$ cat src/rtl/switch_debounce_pkg.sv
// switch_debounce_pkg
//   Shared constants and the start-up FSM encoding for the switch
//   debounce block.
//   SwitchBus       : width of the board switch bus (bits 11:0).
//   DebounceDefault : stable-cycle count for 1 ms at the 50 MHz core clock.
//   sw_state_e      : 2-bit start-up FSM encoding (SwFill0/SwFill1/SwLoad/SwRun).
package switch_debounce_pkg;

    localparam int SwitchBus       = 12;
    localparam int DebounceDefault = 50000;
    localparam int DebounceCntW    = 16;

    typedef enum logic [1:0] {
        SwFill0 = 2'd0,
        SwFill1 = 2'd1,
        SwLoad  = 2'd2,
        SwRun   = 2'd3
    } sw_state_e;

endpackage

$ cat src/rtl/switch_debounce_bit.sv
// switch_debounce_bit
//   One switch bit: two-flop synchroniser, stable-level flop, debounce
//   counter and one-cycle change pulse.
//   Ports:
//     clk       in   core clock
//     rst       in   synchronous active-low reset
//     i_switch  in   raw asynchronous switch level
//     i_load    in   copy the synchronised level straight into o_level
//     i_run     in   debounce enable
//     o_level   out  debounced level
//     o_changed out  one-cycle pulse in the cycle o_level takes a new value
module switch_debounce_bit
    import switch_debounce_pkg::*;
#(
    parameter int DEBOUNCE_CYCLES = DebounceDefault,
    parameter int CNT_W           = DebounceCntW
) (
    input  logic clk,
    input  logic rst,
    input  logic i_switch,
    input  logic i_load,
    input  logic i_run,
    output logic o_level,
    output logic o_changed
);

    localparam logic [CNT_W-1:0] TermCnt = CNT_W'(DEBOUNCE_CYCLES - 1);

    logic             r_s1;
    logic             r_s2;
    logic [CNT_W-1:0] r_cnt;
    logic             r_level;
    logic             r_changed;

    always_ff @(posedge clk) begin
        if (!rst) begin
            r_s1      <= 1'b0;
            r_s2      <= 1'b0;
            r_cnt     <= '0;
            r_level   <= 1'b0;
            r_changed <= 1'b0;
        end else begin
            r_s1      <= i_switch;
            r_s2      <= r_s1;
            r_changed <= 1'b0;
            if (i_load) begin
                // Initial capture: no debounce, no change pulse.
                r_level <= r_s2;
                r_cnt   <= '0;
            end else if (i_run) begin
                if (r_s2 == r_level) begin
                    // Any return to the accepted level forfeits the count.
                    r_cnt <= '0;
                end else if (r_cnt == TermCnt) begin
                    r_level   <= r_s2;
                    r_cnt     <= '0;
                    r_changed <= 1'b1;
                end else begin
                    r_cnt <= r_cnt + CNT_W'(1);
                end
            end
        end
    end

    assign o_level   = r_level;
    assign o_changed = r_changed;

endmodule

$ cat src/rtl/switch_debounce.sv
// switch_debounce
//   Synchronises and debounces the board switches ahead of the SOPC
//   switch_on port. A start-up FSM holds off until the synchronisers have
//   filled, then loads the current levels without a change pulse.
//   Optional feature macro: SWITCH_IRQ_EN (sticky change interrupt).
//   Ports:
//     clk        in   core clock
//     rst        in   synchronous active-low reset
//     switch_i   in   raw switch levels [WIDTH]
//     switch_o   out  debounced levels [WIDTH]
//     changed_o  out  per-bit one-cycle change pulse [WIDTH]
//     ready_o    out  high while the FSM is in RUN
//     irq_clr_i  in   clears the sticky IRQ (ignored without SWITCH_IRQ_EN)
//     irq_o      out  sticky change IRQ (tied 0 without SWITCH_IRQ_EN)
//
//   state   | meaning
//   SwFill0 | first synchroniser stage filling after reset
//   SwFill1 | second synchroniser stage filling
//   SwLoad  | capture synchronised levels as the initial debounced value
//   SwRun   | normal debouncing; terminal until reset
module switch_debounce
    import switch_debounce_pkg::*;
#(
    parameter int WIDTH           = SwitchBus,
    parameter int DEBOUNCE_CYCLES = DebounceDefault,
    parameter int CNT_W           = DebounceCntW
) (
    input  logic             clk,
    input  logic             rst,
    input  logic [WIDTH-1:0] switch_i,
    output logic [WIDTH-1:0] switch_o,
    output logic [WIDTH-1:0] changed_o,
    output logic             ready_o,
    input  logic             irq_clr_i,
    output logic             irq_o
);

    sw_state_e r_state;
    sw_state_e w_next_state;
    logic      w_load;
    logic      w_run;

    always_ff @(posedge clk) begin
        if (!rst) begin
            r_state <= SwFill0;
        end else begin
            r_state <= w_next_state;
        end
    end

    always_comb begin
        w_next_state = r_state;
        case (r_state)
            SwFill0: w_next_state = SwFill1;
            SwFill1: w_next_state = SwLoad;
            SwLoad:  w_next_state = SwRun;
            SwRun:   w_next_state = SwRun;
            default: w_next_state = SwFill0;
        endcase
    end

    always_comb begin
        w_load  = 1'b0;
        w_run   = 1'b0;
        ready_o = 1'b0;
        case (r_state)
            SwLoad: w_load = 1'b1;
            SwRun: begin
                w_run   = 1'b1;
                ready_o = 1'b1;
            end
            default: ;
        endcase
    end

    for (genvar g = 0; g < WIDTH; g++) begin : g_bit
        switch_debounce_bit #(
            .DEBOUNCE_CYCLES (DEBOUNCE_CYCLES),
            .CNT_W           (CNT_W)
        ) u_bit (
            .clk       (clk),
            .rst       (rst),
            .i_switch  (switch_i[g]),
            .i_load    (w_load),
            .i_run     (w_run),
            .o_level   (switch_o[g]),
            .o_changed (changed_o[g])
        );
    end

`ifdef SWITCH_IRQ_EN
    logic r_irq;

    // A new change takes priority over a simultaneous clear so no event is lost.
    always_ff @(posedge clk) begin
        if (!rst) begin
            r_irq <= 1'b0;
        end else if (|changed_o) begin
            r_irq <= 1'b1;
        end else if (irq_clr_i) begin
            r_irq <= 1'b0;
        end
    end

    assign irq_o = r_irq;
`else
    logic w_unused_irq_clr;
    assign w_unused_irq_clr = irq_clr_i;
    assign irq_o            = 1'b0;
`endif

endmodule

$ cat config.mk
export PLATFORM = sky130hd
export DESIGN_NAME = switch_debounce
export DESIGN_NICKNAME = d
export VERILOG_FILES = /design/src/rtl/switch_debounce_pkg.sv /design/src/rtl/switch_debounce_bit.sv /design/src/rtl/switch_debounce.sv
export SDC_FILE = /design/constraint.sdc
export NUM_CORES = 1
export LEC_CHECK = 0
export CORE_AREA = 3 3 245 127
export CTS_CLUSTER_DIAMETER = 200
export DETAILED_ROUTE_END_ITERATION = 10
export DIE_AREA = 0 0 248 130
export GPL_TIMING_DRIVEN = 0
export PLACE_DENSITY = 0.65
export SLEW_MARGIN = 20
export SYNTH_ARGS = -nofsm -noshare
export SYNTH_HDL_FRONTEND = slang
export SYNTH_SLANG_ARGS = --single-unit
export TNS_END_PERCENT = 50
$ cat constraint.sdc
create_clock -name clk -period 2.6 [get_ports clk]
set_clock_uncertainty 0.1 [all_clocks]
set_input_delay 0.26 -clock clk [delete_from_list [all_inputs] [get_ports clk]]
set_output_delay 0.26 -clock clk [all_outputs]
set_load 0.01 [all_outputs]
# == Word level (Yosys, flattened, before mapping) ==
# Index checks and enable logic that the tools add are counted.
# totals
output_inout_bits,26
ff_bits,242
wordCells,241
inputBits,15
# op_classes
mux,87
add_sub_neg,12
bitwise,2
n_reduce_logical,40
n_eq_ne,39
# ops
operator,n
$mux 16,24
$add 16x1->16 const B,12
$eq 16x16->1 const B,12
$mux 1,62
$reduce_or 4->1,12
$reduce_and 3->1,12
$reduce_bool 2->1,13
$ne 2x2->1 const B,11
$eq 1x1->1,12
$pmux 2 s3,1
$eq 2x2->1 const B,2
$reduce_or 2->1,2
$eq 2x1->1 const B,1
$logic_not 2->1,1
$ne 2x1->1 const B,1
$not 1->1,2

# == Logic depth before layout (Yosys ltp) ==
# depth
word_depth,5
ltp_mapped,8
mapped_depth_nobuf,5

# == Hierarchy ==
# Synthesis repeated with hierarchy kept, for this count alone.
# hier_totals
cells_unflattened,1581
hier_area_um2,12816.0
# by_module_without_submodules
module,seq_area_each_um2,cells_each,area_per_inst_um2,n_inst
switch_debounce_bit,400.4,131,1061.0,12
switch_debounce,40.0,9,83.8,1

# == Worst setup path before layout ==
# Ideal clock, no wire load.
# synth_timing
path_type,register to register
startpoint,register g_bit[2].u_bit.r_cnt[4]
endpoint,register g_bit[2].u_bit.r_cnt[4]
t_required_ns,2.370
setup_time_ns,0.130
path_stages_with_launch,7
path_buffers,2
period_less_slack_ns,2.103
arrival_time_ns,1.873
slack_ns,0.497
cell_sequence,dfxtp_1 > or4_1 > or4_1 > buf_4 > a21oi_4 > buf_6 > nor3_2
# synth_via
elab_chain_cells,3
elab_cells_between_ends,4
classes_between,1 x add/sub; 1 x eq/ne; 2 x mux
# synth_rtl
element,line,rtl
start: declaration,switch_debounce_bit.sv:31,logic [CNT_W-1:0] r_cnt;
start signal: assignment,switch_debounce_bit.sv:59,r_cnt <= r_cnt + CNT_W'(1);
$add 16x1->16 or $eq 16x16->1 (tied branches),"switch_debounce_bit.sv:59, switch_debounce_bit.sv:54",
$mux 16 *,switch_debounce_bit.sv:54,end else if (r_cnt == TermCnt) begin
$mux 16 *,switch_debounce_bit.sv:51,if (r_s2 == r_level) begin
# Every way passes the cells marked *; elsewhere a longest branch is shown, timed or not.
# A chain may end at the register's enable or synchronous reset.

# == Worst setup path in the final report ==
# layout_timing
startpoint,register r_state[0]
endpoint,output ready_o
# layout_via
elab_chain_cells,2
# layout_rtl
element,line,rtl
start: declaration,switch_debounce.sv:38,sw_state_e r_state;
start signal: assignment,switch_debounce.sv:45,r_state <= SwFill0;
start signal: assignment,switch_debounce.sv:47,r_state <= w_next_state;
$eq 2x2->1,switch_debounce.sv:66,case (r_state)
$mux 1,switch_debounce.sv:66,
end: declaration,switch_debounce.sv:33,"output logic ready_o,"
# No other way between the ends.

==> metrics.json <==
{
  "synthesis": {
    "post_synth_fa_ha_maj_area_fraction_pct": 1.30,
    "synthesis.area_per_instance_sq_um": 8.46,
    "synthCells": 1365,
    "yosys.area_share.simple_pct": 32.4,
    "ys.flop_type": "dfxtp_1",
    "synth_top_area_share_pct": 42.0,
    "synthMuxAreaShare_pct": 1.04,
    "synth_compound_gate_area_share_pct": 10.4,
    "synthesis.area_sq_um": 11500,
    "seq_area_frac_synth_pct": 42.0,
    "syn-num-nets": 1392,
    "ff_latch_count_synth": 242,
    "synth_edf_count": 0,
    "synth_cell_types": 55,
    "synth_area_leader": "dfxtp_1",
    "synth_top_family_by_area": "simple AND/OR/NAND/NOR gates",
    "synthTopCellsByArea": "dfxtp_1 (42%), xnor2_1 (6.1%), nor3_1 (4.5%), nand2_1 (4.3%), nand4_1 (4.2%)",
    "number_of_warnings_reported_in_the_yosys_synthesis_log": 0,
    "async_flop_share_pct": 0,
    "synth_xor_xnor_area_share_pct": 8.27
  },
  "critical_path": {
    "worstSetupPathType": "register to primary output",
    "worstPathCellList": "buf_6, nand2_8, inv_8, clkbuf_8, clkdlybuf4s50_1",
    "slowest_delay_ns": 0.55,
    "reg2reg_slack_ns": 0.07,
    "critical_path_slowest_stage_cell": "clkdlybuf4s50_1",
    "critPathLaunchType": "register",
    "cp-end-kind": "primary output",
    "critPathLaunch": "r_state[0]",
    "cp_data_required_time_ns": 2.24,
    "worstPathMaxFanout": 19,
    "reg_to_reg_start": "r_state[0]",
    "worstPathArrival_ns": 2.18
  },
  "timing": {
    "finalHoldViolations": 0,
    "layout_min_cycle_time_ns": 2.54,
    "drv_slew": 0,
    "fin_hold_ws_ns": 0.213,
    "worst-slew-pin-transition_ns": 0.860,
    "final.setup.worst_slack_ns": 0.0602,
    "finalSetupViolCount": 0,
    "unrepaired_setup_endpoints_after_global_routing": "yes",
    "timing.final.crit_share_pct": 97.7,
    "slew-limit-headroom_pct": 42.7,
    "fmax_ghz": 0.394
  },
  "routing": {
    "firstDrtPassIters": 5,
    "viasPerCell": 5.78,
    "post-route-drc-count": 0,
    "first_iter_violations": 1037,
    "route.vias.total": 10600,
    "postRouteAntennaNets": 0,
    "routed_wl_um": 32100,
    "detail_route.wl_per_cell_um": 17.5
  },
  "floorplan": {
    "design.portCount": 41,
    "core_sq_um": 28900,
    "start_util_pct": 39.9,
    "die-width_um": 248,
    "placementRows": 44,
    "dieHeight_um": 130,
    "die_area_sq_um": 32200
  },
  "global_route": {
    "grt_use_total_pct": 19.8,
    "pin_count_of_the_biggest_net_entering_global_routing": 20,
    "overflow": 0,
    "first_global_vias": 9850,
    "grt_antenna_before_repair": 0,
    "grt_first_pass_wirelength_um": 51300
  },
  "clocking": {
    "cts-buffers-inserted": 24,
    "ctsRootBufferMaster": "clkbuf_16",
    "tritoncts_clock_tree": "done",
    "post-cts-setup-buffer-count": 0,
    "cts_sinks": 242,
    "h-tree-depth": 1,
    "ctsHoldBuffers": 0,
    "clock_latency_ns": 0.52,
    "cts_max_path_buffers": 3,
    "cts.clk_slew.worst_paths_ns": 0.06
  },
  "flow_run": {
    "max_cap_viol_count": 0
  },
  "hold_path": {
    "path_class_of_the_lowest_slack_min_delay_path": "input pin to register",
    "min_from": "switch_i[4]"
  },
  "pwr": {
    "power.density_nw_per_um2": 592,
    "p_leak_nw": 4.05,
    "power.total_w": 0.00789,
    "ir_worst_vdd_v": 0.000413
  },
  "final_layout": {
    "finalNetCount": 1454,
    "final.fill_count": 2711,
    "post_layout_nonfiller_instances": 1835,
    "post_route_cells_drive_above_1_share_pct": 8.93,
    "flow.area_growth_from_synthesis_pct": 15.4,
    "multi_input_comb_area_sq_um": 6200,
    "layout.area.seq_sq_um": 4850,
    "num_antenna_cells": 0,
    "design_area_sq_um": 13300
  },
  "placement": {
    "half_perimeter_wire_length_after_placement_um": 22500,
    "post-place-cells": 1794,
    "placement.setup.worst_slack_ns": -1.21,
    "gp_congestion": 0.904,
    "postPlaceCellArea_sq_um": 12400,
    "port_buffers": 38
  },
  "status": {
    "outcome": "completed"
  }
}
-- layout by cell type, fill, tap and decap left out, drive strengths merged, types with 6 or more instances in the layout --
master | Yosys | final
inv | 20 | 21
or3 | 45 | 45
and3 | 12 | 12
nand2 | 132 | 132
nand4b | 6 | 6
and2 | 26 | 26
nor2 | 71 | 71
nand4 | 78 | 78
mux2i | 12 | 12
ha | 12 | 12
buf | 40 | 41
a211oi | 25 | 25
nor4 | 28 | 28
clkdlybuf4s50 | 0 | 38
nand3 | 90 | 90
o21ai | 54 | 54
nand3b | 6 | 6
and4 | 21 | 21
a31oi | 18 | 18
dfxtp | 242 | 242
xnor2 | 80 | 80
or4b | 7 | 7
clkinv | 2 | 9
nor3 | 111 | 111
xor2 | 29 | 29
clkbuf | 45 | 73
nor4b | 11 | 11
a21oi | 80 | 80
nor4bb | 7 | 7
or4 | 19 | 19
-- power breakdown --
part | switching, W | internal [W] | total, W
Clock | 0.00150 | 0.00219 | 0.00368
Combinational | 0.000337 | 0.000114 | 0.000451
Sequential | 0.0000222 | 0.00373 | 0.00375
-- worst paths after layout --
check	to	cells past startpoint
setup / recovery	ready_o	5
hold / removal	g_bit[4].u_bit.r_s1	2
setup reg to reg	g_bit[7].u_bit.r_cnt[2]	7
hold reg to reg	g_bit[6].u_bit.r_s2	1
-- cell type report --
| type | count | share of cell area [%] |
|---|---|---|
| plain buffers | 83 | 3.61 |
| flip-flops and latches | 242 | 36.4 |
| multi-input cells | 1016 | 46.5 |
| inverters | 22 | 0.676 |
| clock buffers | 31 | 5.24 |
| clock inverters | 12 | 1.03 |
| repair buffers | 38 | 2.86 |
| well taps | 391 | 3.67 |
-- Yosys cell counts (28+ instances only) --
cell type,n
a21oi_1,76
buf_4,30
clkbuf_1,45
dfxtp_1,242
nand2_1,132
nand3_1,89
nand4_1,78
nor2_1,71
nor3_1,104
nor4_1,28
o21ai_0,52
or3_1,45
xnor2_1,80
xor2_1,29
-- worst max-delay path, delay by kind of cell (launching register included) --
family	cells	cell delay, ns
buffers and inverters	4	1.16
DFF	1	0.33
and+or+nand+nor	1	0.14
-- state kept, by name, indices dropped and copies added (netlist names) --
signal / count
g_bit.u_bit.o_changed: 12
g_bit.u_bit.o_level: 12
g_bit.u_bit.r_cnt: 192
g_bit.u_bit.r_s1: 12
g_bit.u_bit.r_s2: 12
r_state: 2
-- metrics by stage --
step	TNS [ns]	utilization (%)
floorplan	0	-
global placement	-81.62	42.9
detailed placement	-78.96	42.9
CTS	-0.179	46.1
global route	-0.171	46.1
finish	0	46.1
-- repair_timing --
| item | in CTS | in global routing |
|---|---|---|
| setup endpoints to repair | 187 | 66 |
| gates cloned | 0 | 0 |
| gates resized for setup | 31 | 9 |
| pin swaps | 0 | 1 |
-- per-layer routing --
metal	share of wire [%]	global-route usage (%)	vias up
li1	-	-	5119
met1	45	26.4	5071
met2	45	32.3	341
met3	6.7	3.68	78
met4	3.1	6.82	0
met5	0	0	-
-- cells by family after synthesis --
logic type | after synthesis
compound gates | 200
buf+inv | 107
other cells | 1
mux | 12
xor+xnor | 109
flops | 242
fa+ha+maj | 12
simple gates | 682
Note: power is estimated with default switching activity, not from simulation.
